## src/rtl/fifo_wr_arbiter.sv

```systemverilog
// -----------------------------------------------------------------------------
// fifo_wr_arbiter
//
// Round-robin arbiter that shares one FIFO write port between NUM_PORTS
// valid/ready requester streams. A granted requester may keep the port for up
// to MAX_BURST consecutive beats. After that, or as soon as it stops
// presenting data, the grant moves on. The output is a single register stage
// that feeds the FIFO write side directly.
//
// Optional feature (macro FIFO_WR_ARB_TAG_EN):
//   When defined, outDataOut is {sourceIdx, data} (DATA_WIDTH+IDX_WIDTH bits).
//   When undefined, outDataOut carries the data word only.
//
// Ports:
//   clkIn        clock, single domain
//   rstIn        synchronous active-high reset
//   reqDataIn    requester data, port i at [i*DATA_WIDTH +: DATA_WIDTH]
//   reqValidIn   per-requester valid
//   reqReadyOut  per-requester ready (combinational, at most one bit high)
//   outDataOut   registered data to FIFO wrDataIn
//   outValidOut  registered valid to FIFO wrValidIn
//   outReadyIn   FIFO wrReadyOut
//   grantIdxOut  index of the current or last owner (debug)
// -----------------------------------------------------------------------------
module fifo_wr_arbiter #(
    parameter  int DATA_WIDTH = 32,
    parameter  int NUM_PORTS  = 4,
    parameter  int MAX_BURST  = 4,
    localparam int IDX_WIDTH  = (NUM_PORTS > 1) ? $clog2(NUM_PORTS) : 1,
`ifdef FIFO_WR_ARB_TAG_EN
    localparam int OUT_WIDTH  = DATA_WIDTH + IDX_WIDTH
`else
    localparam int OUT_WIDTH  = DATA_WIDTH
`endif
) (
    input  logic                            clkIn,
    input  logic                            rstIn,
    input  logic [NUM_PORTS*DATA_WIDTH-1:0] reqDataIn,
    input  logic [NUM_PORTS-1:0]            reqValidIn,
    output logic [NUM_PORTS-1:0]            reqReadyOut,
    output logic [OUT_WIDTH-1:0]            outDataOut,
    output logic                            outValidOut,
    input  logic                            outReadyIn,
    output logic [IDX_WIDTH-1:0]            grantIdxOut
);

    localparam int BCW = $clog2(MAX_BURST + 1);

    typedef enum logic [0:0] {
        IDLE = 1'b0,
        LOCK = 1'b1
    } arbState_t;

    arbState_t            state;
    logic [IDX_WIDTH-1:0] rrPtr;
    logic [IDX_WIDTH-1:0] owner;
    logic [BCW-1:0]       burstCnt;

    logic                 ld;
    logic                 lockHit;
    logic [IDX_WIDTH-1:0] searchStart;
    logic                 arbFound;
    logic [IDX_WIDTH-1:0] arbSel;
    logic                 accept;
    logic [IDX_WIDTH-1:0] sel;
    logic [DATA_WIDTH-1:0] selData;

    // Next index with wrap at NUM_PORTS-1 (NUM_PORTS need not be a power of 2).
    function automatic logic [IDX_WIDTH-1:0] wrapInc(input logic [IDX_WIDTH-1:0] idx);
        return (idx == IDX_WIDTH'(NUM_PORTS - 1)) ? '0 : idx + 1'b1;
    endfunction

    // First valid requester at or after start, modulo NUM_PORTS.
    // Returns {found, index}. The loop walks backwards so the last hit kept
    // is the one closest to start.
    function automatic logic [IDX_WIDTH:0] rrSearch(
        input logic [NUM_PORTS-1:0] valid,
        input logic [IDX_WIDTH-1:0] start
    );
        logic [IDX_WIDTH:0]   res;
        logic [IDX_WIDTH-1:0] idx;
        res = '0;
        for (int k = NUM_PORTS - 1; k >= 0; k--) begin
            idx = IDX_WIDTH'((int'(start) + k) % NUM_PORTS);
            if (valid[idx]) res = {1'b1, idx};
        end
        return res;
    endfunction

    // The output register can take a new beat when empty or draining this cycle.
    assign ld = !outValidOut || outReadyIn;

    // NOTE: every signal written in always_comb gets a default at the top of
    // the block, so no path can leave it unassigned and infer a latch.
    always_comb begin
        lockHit     = 1'b0;
        searchStart = rrPtr;
        arbFound    = 1'b0;
        arbSel      = '0;
        accept      = 1'b0;
        sel         = '0;

        lockHit = (state == LOCK) && reqValidIn[owner];

        // When the owner drops out of a burst, the search begins just after it.
        searchStart = (state == LOCK) ? wrapInc(owner) : rrPtr;
        {arbFound, arbSel} = rrSearch(reqValidIn, searchStart);

        if (lockHit) begin
            sel    = owner;
            accept = ld;
        end else begin
            sel    = arbSel;
            accept = ld && arbFound;
        end
    end

    always_comb begin
        reqReadyOut = '0;
        selData     = '0;
        for (int i = 0; i < NUM_PORTS; i++) begin
            if (accept && (sel == IDX_WIDTH'(i))) reqReadyOut[i] = 1'b1;
            if (sel == IDX_WIDTH'(i)) selData = reqDataIn[i*DATA_WIDTH +: DATA_WIDTH];
        end
    end

    // NOTE: sequential state uses non-blocking assignments only, so every
    // register samples pre-edge values regardless of statement order.
    always_ff @(posedge clkIn) begin
        if (rstIn) begin
            state       <= IDLE;
            rrPtr       <= '0;
            owner       <= '0;
            burstCnt    <= '0;
            outDataOut  <= '0;
            outValidOut <= 1'b0;
            grantIdxOut <= '0;
        end else if (ld) begin
            if (lockHit) begin
                // Continue the burst on the current owner.
`ifdef FIFO_WR_ARB_TAG_EN
                outDataOut <= {owner, selData};
`else
                outDataOut <= selData;
`endif
                outValidOut <= 1'b1;
                burstCnt    <= burstCnt + 1'b1;
                if ((burstCnt + 1'b1) == BCW'(MAX_BURST)) begin
                    state <= IDLE;
                    rrPtr <= wrapInc(owner);
                end
            end else if (arbFound) begin
                // New grant, either from IDLE or released from LOCK with no bubble.
`ifdef FIFO_WR_ARB_TAG_EN
                outDataOut <= {arbSel, selData};
`else
                outDataOut <= selData;
`endif
                outValidOut <= 1'b1;
                owner       <= arbSel;
                grantIdxOut <= arbSel;
                if (MAX_BURST == 1) begin
                    state <= IDLE;
                    rrPtr <= wrapInc(arbSel);
                end else begin
                    state    <= LOCK;
                    burstCnt <= BCW'(1);
                end
            end else begin
                outValidOut <= 1'b0;
                if (state == LOCK) begin
                    state <= IDLE;
                    rrPtr <= wrapInc(owner);
                end
            end
        end
    end

endmodule

```

## config.mk

```make
export PLATFORM = sky130hd
export DESIGN_NAME = fifo_wr_arbiter
export DESIGN_NICKNAME = d
export VERILOG_FILES = /design/src/rtl/fifo_wr_arbiter.sv
export SDC_FILE = /design/constraint.sdc
export NUM_CORES = 1
export LEC_CHECK = 0
export CAP_MARGIN = 20
export CORE_MARGIN = 3
export CORE_UTILIZATION = 41
export CTS_CLUSTER_DIAMETER = 50
export DETAILED_ROUTE_END_ITERATION = 8
export GPL_TIMING_DRIVEN = 0
export PLACE_DENSITY_LB_ADDON = 0.15
export RECOVER_POWER = 50
export SYNTH_ARGS = -nofsm -noshare
export SYNTH_HDL_FRONTEND = slang
export SYNTH_SLANG_ARGS = --single-unit
export TNS_END_PERCENT = 5
```

## constraint.sdc

```tcl
create_clock -name clkIn -period 3.6 [get_ports clkIn]
set_input_delay 0.72 -clock clkIn [delete_from_list [all_inputs] [get_ports clkIn]]
set_output_delay 0.72 -clock clkIn [all_outputs]
set_load 0.03 [all_outputs]
```

# [Word level (Yosys, flattened, before mapping)]
# Cells that the tools add are included.
[totals] register_bits=41 latch_bits=0 ramBits=0 rom_bits=0 elab_cells=75 n_memories=0
[op_classes] addsub=5 n_mul=0 div_mod_pow=0 n_lt_le_gt_ge=5 n_eq_ne=7 shifts=0 muxes=37 bitwise_logic=1 n_reduce_logical=14
[ops] operator="32-bit two-way mux" count=6
[ops] operator="3-bit two-way mux" count=6
[ops] operator="2-bit by 3-bit less-than comparator with 1-bit output (second input constant)" count=5
[ops] operator="1-bit two-way mux" count=14
[ops] operator="2-bit two-way mux" count=6
[ops] operator="1-bit binary-select mux with 2-bit select" count=5
[ops] operator="2-bit equality test (second input constant)" count=3
[ops] operator="1-bit logical AND" count=6
[ops] operator="3-bit AND reduction" count=2
[ops] operator="2-bit by 1-bit adder with 2-bit output (second input constant)" count=2
[ops] operator="2-bit adder (second input constant)" count=2
[ops] operator="2-bit AND reduction" count=2
[ops] operator="3-bit by 1-bit adder with 3-bit output (second input constant)" count=1
[ops] operator="3-bit equality test (second input constant)" count=1
[ops] operator="2-bit by 1-bit equality test with 1-bit output (second input constant)" count=1
[ops] operator="2-bit logical NOT" count=1
[ops] operator="2-bit by 1-bit != test with 1-bit output (second input constant)" count=1
[ops] operator="2-bit != test (second input constant)" count=1
[ops] operator="2-bit nonzero test" count=1
[ops] operator="1-bit logical NOT" count=1
[ops] operator="1-bit logical OR" count=1
[ops] operator="1-bit inverter" count=1

# [Logic depth before layout (Yosys ltp)]
# Gate-level depths: netlist of the first run.
[depth] ltp_word=18 ltp_mapped=9

# [Least setup slack after synthesis of the first run]
# OpenSTA, ideal clock, no wires.
[synth_path] path_kind="register to output" start="register owner[0]" end="output port reqReadyOut[3]" arrival_ns=2.890 slack_ns=-0.010 stages_incl_launch_ff=9 path_buffers=2 path_cell_list="dfxtp_1 ha_1 mux2_2 o211a_1 o21a_1 o31a_1 buf_6 buf_2 nor3_1"
[synth_between] elab_chain_cells=14
[synth_lines] element="start, declared" line="56" rtl="logic [IDX_WIDTH-1:0] owner;"
[synth_lines] element="start signal, assigned" line="160" rtl="owner <= arbSel;"
[synth_lines] element="2-bit by 1-bit adder with 2-bit output / 2-bit equality test (equally long branches)" line="70" rtl="return (idx == IDX_WIDTH'(NUM_PORTS - 1)) ? '0 : idx + 1'b1;"
[synth_lines] element="2-bit two-way mux" line="70"
[synth_lines] element="2-bit two-way mux"
[synth_lines] element="2-bit adder" line="84" rtl="idx = IDX_WIDTH'((int'(start) + k) % NUM_PORTS);"
[synth_lines] element="1-bit binary-select mux with 2-bit select" line="85" rtl="if (valid[idx]) res = {1'b1, idx};"
[synth_lines] element="1-bit two-way mux (implied by the code)" line="85"
[synth_lines] element="3-bit two-way mux (4 in series)" line="85"
[synth_lines] element="2-bit two-way mux / 1-bit logical AND (equally long branches)" line="109, 114"
[synth_lines] element="2-bit equality test / 1-bit two-way mux (equally long branches)" line="122, 109"
[synth_lines] element="1-bit logical AND *" line="122" rtl="if (accept && (sel == IDX_WIDTH'(i))) reqReadyOut[i] = 1'b1;"
[synth_lines] element="1-bit two-way mux *" line="122"
[synth_lines] element="end, declared" line="40" rtl="output logic [NUM_PORTS-1:0] reqReadyOut,"
# Every way passes the cells marked *; elsewhere a longest branch is shown, timed or not. The select of a mux whose other input is x is not followed.

# [Worst setup path after layout of the first run]
# Same ends and word-level chain as after synthesis.

==> metrics.md, run 1 <==
| Metric | Value |
|---|---|
| VDD IR max | `~0.00018 V` |
| Max-cap violations | `0` |
| WL met1 | `~5.5 mm` |
| FF-to-FF Start | `owner[0]` |
| CTS Buf Count | `5` |
| Slew Limit Fails | `0` |
| Gate power share | `about half` |
| Sequential element share of the synthesized area | `between 20% and 30%` |
| Static Leakage | `roughly 0.0019 uW` |
| # IOs | `between 150 and 200` |
| HP Class | `reg2reg` |
| RSZ-0062 raised after global routing | `true` |
| Cell family with most CP delay | `compound AO/OA/AOI/OAI gates` |
| Synthesized net count | `roughly 600` |
| Commonest non-fill, non-tap cell in the layout | `clkdlybuf4s50_1` |
| Pre-CTS WS | `-0.8327 ns` |
| Setup TNS | `0 ns` |
| Outcome | `complete, no violations` |
| Cells on worst reg2reg path | `8` |
| #FFs+latches synth | `41` |
| Initial Util | `~43%` |
| Share of layout cells above drive strength 1 | `around 9%` |
| Die Wd | `96.35 um` |
| Critical Path Start | `owner[0]` |
| Critical Path AT | `between 2 and 3 ns` |
| Worst path cell trace | `ha_2, mux2_2, o211a_1, o21a_2, o31a_1, buf_6, buf_2, nor3_2, buf_4` |
| Starting DRT DRC Count | `approximately 220` |
| Synth Area per Inst | `7.421 um^2` |
| Cell count along the critical path | `9` |
| TritonCTS clock tree | `yes` |
| Sequential share of power | `roughly 29%` |
| Mapped Cells | `451` |
| Largest net degree at the start of global routing | `13` |
| Hold buffer count at cts | `0` |
| Crit-path max FO | `10` |
| Final hold viol count | `0` |
| Met3 wire length | `about 1.3 mm` |
| Root Buffer | `clkbuf_8` |
| HP Start | `outDataOut[13]` |
| Hold WS | `approximately 0.46 ns` |
| Met2 routed WL | `approximately 6.7 mm` |
| Global placer's final weighted congestion | `0.9728` |
| Routed WL | `13.88 mm` |
| FP Rows | `32` |
| Switching Share | `between 40% and 50%` |
| Non-Filler Instances | `roughly 740` |
| Final Setup Violations | `0` |
| Crit path buffers/inverters | `3` |
| Total clock sinks | `41` |
| Unique masters post-synth | `54` |
| Antenna-violating nets left | `0` |
| Async SR Flop Fraction | `0%` |
| FMAX | `about 280 MHz` |
| Gr ovfl total | `0` |
| Ant diodes | `0` |
| Critical path class | `reg2out` |
| Vias/cell | `~6` |
| Power density over the cells | `roughly 360 mW/mm^2` |
| Layout area overhead | `60.34%` |
| Placement Cell Area | `a little over 0.005 mm^2` |
| Die H | `about 96 um` |
| Clock skew | `around 0.010 ns` |
| CP max-delay cell | `dfxtp_4` |
| Clock share of power | `between 20% and 30%` |
| CP max stage delay | `roughly 0.42 ns` |
| Total track usage | `between 20 and 30%` |
| Critical Path End Type | `output pin` |
| Clk slew on worst S/H paths | `0.09 ns` |
| Final period util | `between 90% and 100%` |
| H-tree Lvls | `2` |
| Most frequent cells in the layout | `clkdlybuf4s50_1 (130), o21ai_0 (58), dfxtp_1 (39)` |
| Post-synth EDFFs | `0` |
| Final worst slack | `0.07241 ns` |
| Power Internal | `around 1200 uW` |
| Fin area | `roughly 0.0054 mm^2` |
| Routed wire per std cell | `around 19 um` |
| Layout net count | `770` |
| Post-DP HPWL | `between 10 and 15 mm` |
| Vias in the first global route | `4307` |
| Count of input and output buffers | `roughly 170` |
| Placed cells | `between 700 and 800` |
| Type of origin of the critical path | `flip-flop` |
| Period minus WS final | `between 3 and 4 ns` |
| Post-synthesis cell area | `between 0.003 and 0.004 mm^2` |
| Synth top area cells | `dfxtp_1 (25%), o21ai_0 (8.8%), o21a_1 (6.3%)` |
| Yosys top cell area share | `24.52%` |
| CP Data Required Time | `between 2 and 3 ns` |
| Total number of vias | `~4500` |
| Initial antenna violation count | `0` |
| CORE AREA | `0.007807 mm^2` |
| Highest metal used | `met4` |
| P_sw | `between 700 and 800 uW` |
| Die ar. | `just over 0.009 mm^2` |
| Worst-Margin Slew | `around 0.86 ns` |
| Max-slew headroom | `about 43%` |
| CTS Buffer Depth | `2` |
| Hold depth | `2` |
| Worst-skew pair later-pin latency | `between 0.3 and 0.4 ns` |
| Post-synth top area cell | `dfxtp_1` |
| Ys flop type | `dfxtp_1` |
| Yosys Warn Count | `0` |
| DRC errors left | `0` |
| Detailed Routing Iterations Pass 1 | `5` |
| Global-route wire length before repair | `between 20 and 25 mm` |
-- worst min-delay path, cell delays in order, from the launching register on --
cell and delay (ns):
dfxtp_1 0.33, nand2_1 0.05, o31ai_1 0.06
-- through the flow --
step / total power, uW / utilization (%)
final: 1937 / 68.73
after global routing: 2030 / 68.73
after floorplan: 1099 / -
after CTS: 1947 / 68.61
after detailed placement: 1529 / 66.49
after global placement: 1508 / 66.49
-- cell families after synthesis --
logic type | after synthesis | synth area share, %
buffers and inverters | 44 | 6.056
DFF | 41 | 24.52
muxes | 7 | 2.617
adders and majority gates | 3 | 1.122
xor gates and xnor gates | 1 | 0.2617
and+or+nand+nor | 158 | 25.35
AOI/OAI and AO/OA | 197 | 40.07
-- sequential cells by signal, indices dropped and copies added (netlist names) --
signal,cells
burstCnt,3
outDataOut,32
owner,2
outValidOut,1
state,1
rrPtr,2
-- final timing paths --
path	endpoint	slack, ns
hold / removal	outDataOut[13]	0.46
hold reg to reg	outDataOut[13]	0.46
setup / recovery	reqReadyOut[3]	0.07
setup reg to reg	outDataOut[29]	0.74
-- repair_timing --
item / in CTS / in global routing
resized for setup: 32 / 13
pin swaps: 2 / 0
endpoints found under the setup margin: 4 / 4
endpoints found under the hold margin: 0 / 0
setup buffers: 3 / 0
-- metal layers --
layer,global-route usage [%],up-vias
met1,36.57,2144
li1,-,2087
met2,48.48,246
met4,10.51,0
met5,0,-
met3,4.926,35
-- area by class of cell --
class                   count  area [um^2]
clock inverters             1        30.03
clock buffers               7        86.33
repair buffers            174         1713
multi-input cells         366         2374
well taps                 102        127.6
fillers                   663         2441
inverters                   4        15.01
flip-flops and latches     41        828.3
plain buffers              40        192.7
-- power groups by stage --
stage	Clock [uW]	Sequential [uW]	Combinational (uW)
2_1_floorplan	0	693	407
3_3_place_gp	0	574	933
3_5_place_dp	0	577	952
4_1_cts	409	567	971
5_1_grt	431	573	1030
6_report	413	566	959
-- synth_stat cells, drive strengths merged (6+ instances only) --
cell type,instances
nor3,27
nand2,37
clkbuf,28
a2111oi,27
buf,12
dfxtp,41
and2,27
a211oi,6
o31ai,24
o21a,28
nand4,9
o21ai,61
nand3,7
or4,6
a21oi,30
nor2,25
(Power assumes the default switching activity.)
==> inputs of run 2 (changes only) <==
--- a/config.mk
+++ b/config.mk
@@ -5,12 +5,12 @@
 export SDC_FILE = /design/constraint.sdc
 export NUM_CORES = 1
 export LEC_CHECK = 0
-export CAP_MARGIN = 20
 export CORE_MARGIN = 3
 export CORE_UTILIZATION = 41
 export CTS_CLUSTER_DIAMETER = 50
 export DETAILED_ROUTE_END_ITERATION = 8
 export GPL_TIMING_DRIVEN = 0
+export MAX_ROUTING_LAYER = met4
 export PLACE_DENSITY_LB_ADDON = 0.15
 export RECOVER_POWER = 50
 export SYNTH_ARGS = -nofsm -noshare
==> metrics.md, run 2 (synthesis results as in run 1) <==
| Metric | Value |
|---|---|
| Period minus WS final | `between 3 and 4 ns` |
| Clock share of power | `between 20% and 30%` |
| Met2 routed WL | `~6.5 mm` |
| Type of origin of the critical path | `input port` |
| Top reg by flops | `outDataOut` |
| Max reg flops | `32` |
| Hold buffer count at cts | `0` |
| Die ar. | `0.009283 mm^2` |
| Die Wd | `about 96 um` |
| CP Data Required Time | `2.88 ns` |
| Layout area overhead | `59.74%` |
| Critical path class | `in2out` |
| Final core utilization | `between 60% and 70%` |
| Final worst slack | `0.05883 ns` |
| Initial Util | `a little over two fifths` |
| Cell family with most CP delay | `buffers and inverters` |
| Final hold viol count | `0` |
| Global-route wire length before repair | `~20 mm` |
| # IOs | `174` |
| H-tree Lvls | `2` |
| Switching Share | `around two fifths` |
| Routed wire per std cell | `18.48 um` |
| Crit path buffers/inverters | `3` |
| Root Buffer | `clkbuf_8` |
| Worst path cell trace | `dlygate4sd2_1, mux2_2, a22oi_1, and4_1, o21ai_4, buf_2, a21oi_1, dlygate4sd2_1` |
| CTS Buf Count | `5` |
| Total number of vias | `around 4400` |
| Final Setup Violations | `0` |
| CP max stage delay | `about 0.43 ns` |
| TritonCTS clock tree | `yes` |
| Biggest regs | `outDataOut (32), burstCnt (3)` |
| Count of input and output buffers | `about 170` |
| Ant diodes | `0` |
| Outcome | `complete, no violations` |
| Sequential share of power | `between 20% and 30%` |
| Antenna-violating nets left | `0` |
| Share of layout cells above drive strength 1 | `under 10%` |
| Static Leakage | `0.001943 uW` |
| Slew Limit Fails | `0` |
| Global placer's final weighted congestion | `approximately 0.9` |
| Vias in the first global route | `4184` |
| CP max-delay cell | `dlygate4sd2_1` |
| Commonest non-fill, non-tap cell in the layout | `clkdlybuf4s50_1` |
| Vias/cell | `between 5 and 6` |
| Layout net count | `just under 800` |
| CTS Buffer Depth | `2` |
| Most frequent cells in the layout | `clkdlybuf4s50_1 (128), o21ai_0 (58), dfxtp_1 (39)` |
| Met3 wire length | `1.056 mm` |
| Largest net degree at the start of global routing | `13` |
| CORE AREA | `around 0.0078 mm^2` |
| Power density over the cells | `about 350 mW/mm^2` |
| Power Internal | `roughly 1100 uW` |
| Detailed Routing Iterations Pass 1 | `5` |
| Max-slew headroom | `47.30%` |
| WL met1 | `around 5.7 mm` |
| Routed WL | `~14 mm` |
| Critical Path End Type | `output pin` |
| P_sw | `between 700 and 800 uW` |
| Fillcell total | `about 700` |
| Die H | `a little under 100 um` |
| Post-DP HPWL | `between 10 and 15 mm` |
| DRC errors left | `0` |
| Initial antenna violation count | `0` |
| Max-cap violations | `0` |
| HP Class | `reg2reg` |
| Gr ovfl total | `0` |
| Clock skew | `0.01708 ns` |
| Pre-CTS WS | `-0.8513 ns` |
| Crit-path max FO | `10` |
| Worst-skew pair later-pin latency | `0.31 ns` |
| Gate power share | `about half` |
| FP Rows | `32` |
| Total track usage | `between 20% and 30%` |
| Clk slew on worst S/H paths | `0.08 ns` |
| Critical Path AT | `approximately 2.8 ns` |
| Starting DRT DRC Count | `244` |
| Worst-Margin Slew | `between 0.7 and 0.8 ns` |
| VDD IR max | `around 0.00018 V` |
| Total clock sinks | `41` |
| FMAX | `282.4 MHz` |
| Highest metal used | `met4` |
| Final period util | `98.37%` |
| Cell mode on critical path | `dlygate4sd2_1` |
-- run 2: changes by cell type in the layout (fill, tap and decap cells not counted), sizes merged --
| cell | delta |
|---|---|
| clkdlybuf4s50 | -2 |
| dlygate4sd2 | +1 |
| clkbuf | -3 |
| dlygate4sd3 | +2 |
| clkinv | +1 |
-- run 2: power groups by stage --
stage                     clock (uW)  combinational, uW  sequential, uW
after floorplan                    0                407             693
after global placement             0                935             575
after detailed placement           0                948             576
after CTS                        380                962             567
after global routing             394               1020             573
final                            384                949             564
-- run 2: path summary, 6_finish.rpt --
kind,startpoint,to,slack (ns),cells after the start
setup / recovery,reqValidIn[0],reqReadyOut[1],0.06,8
hold / removal,outDataOut[17],outDataOut[17],0.45,2
setup reg to reg,owner[1],outDataOut[1],0.69,8
hold reg to reg,outDataOut[17],outDataOut[17],0.45,2
-- run 2: routing by layer --
metal / global-route usage, % / up-vias
met5: - / -
met4: 8.762 / 0
met3: 4.378 / 23
met2: 48.30 / 210
met1: 35.94 / 2070
li1: - / 2090
-- run 2: repair_timing --
item	CTS	global route
setup endpoints to repair	4	4
gates resized for setup	30	9
pin swaps	2	1
buffers inserted	3	0
-- run 2: area by class of cell --
type	instances	area, um^2	area share [%]
Buffer	40	192.7	3.604
Clock buffer	5	68.82	1.287
Clock inverter	2	35.03	0.6553
Inverter	4	15.01	0.2808
Multi-Input combinational cell	366	2362	44.18
Sequential cell	41	828.3	15.49
Tap cell	102	127.6	2.387
Timing Repair Buffer	174	1717	32.11
-- run 2: worst register-to-register path, delay by kind of cell, from the launching register on --
family          cells  cell delay (ns)
compound gates      3             1.05
buf+inv             1             0.26
flops               1             0.42
fa+ha+maj           1             0.32
mux                 1             0.39
simple gates        2             0.36
-- run 2: per-stage QoR --
step / cells / hold slack (ns) / power (uW) / instance area (um^2) / setup TNS [ns]
finish: 734 / 0.4520 / 1897 / 5346 / 0
floorplan: 451 / 0.4514 / 1099 / 3352 / 0
global placement: 724 / 0.4360 / 1509 / 5191 / -2.897
global route: 734 / 0.4684 / 1984 / 5346 / -0.006549
detailed placement: 724 / 0.4391 / 1524 / 5191 / -2.947
CTS: 734 / 0.4590 / 1909 / 5335 / -0.06563
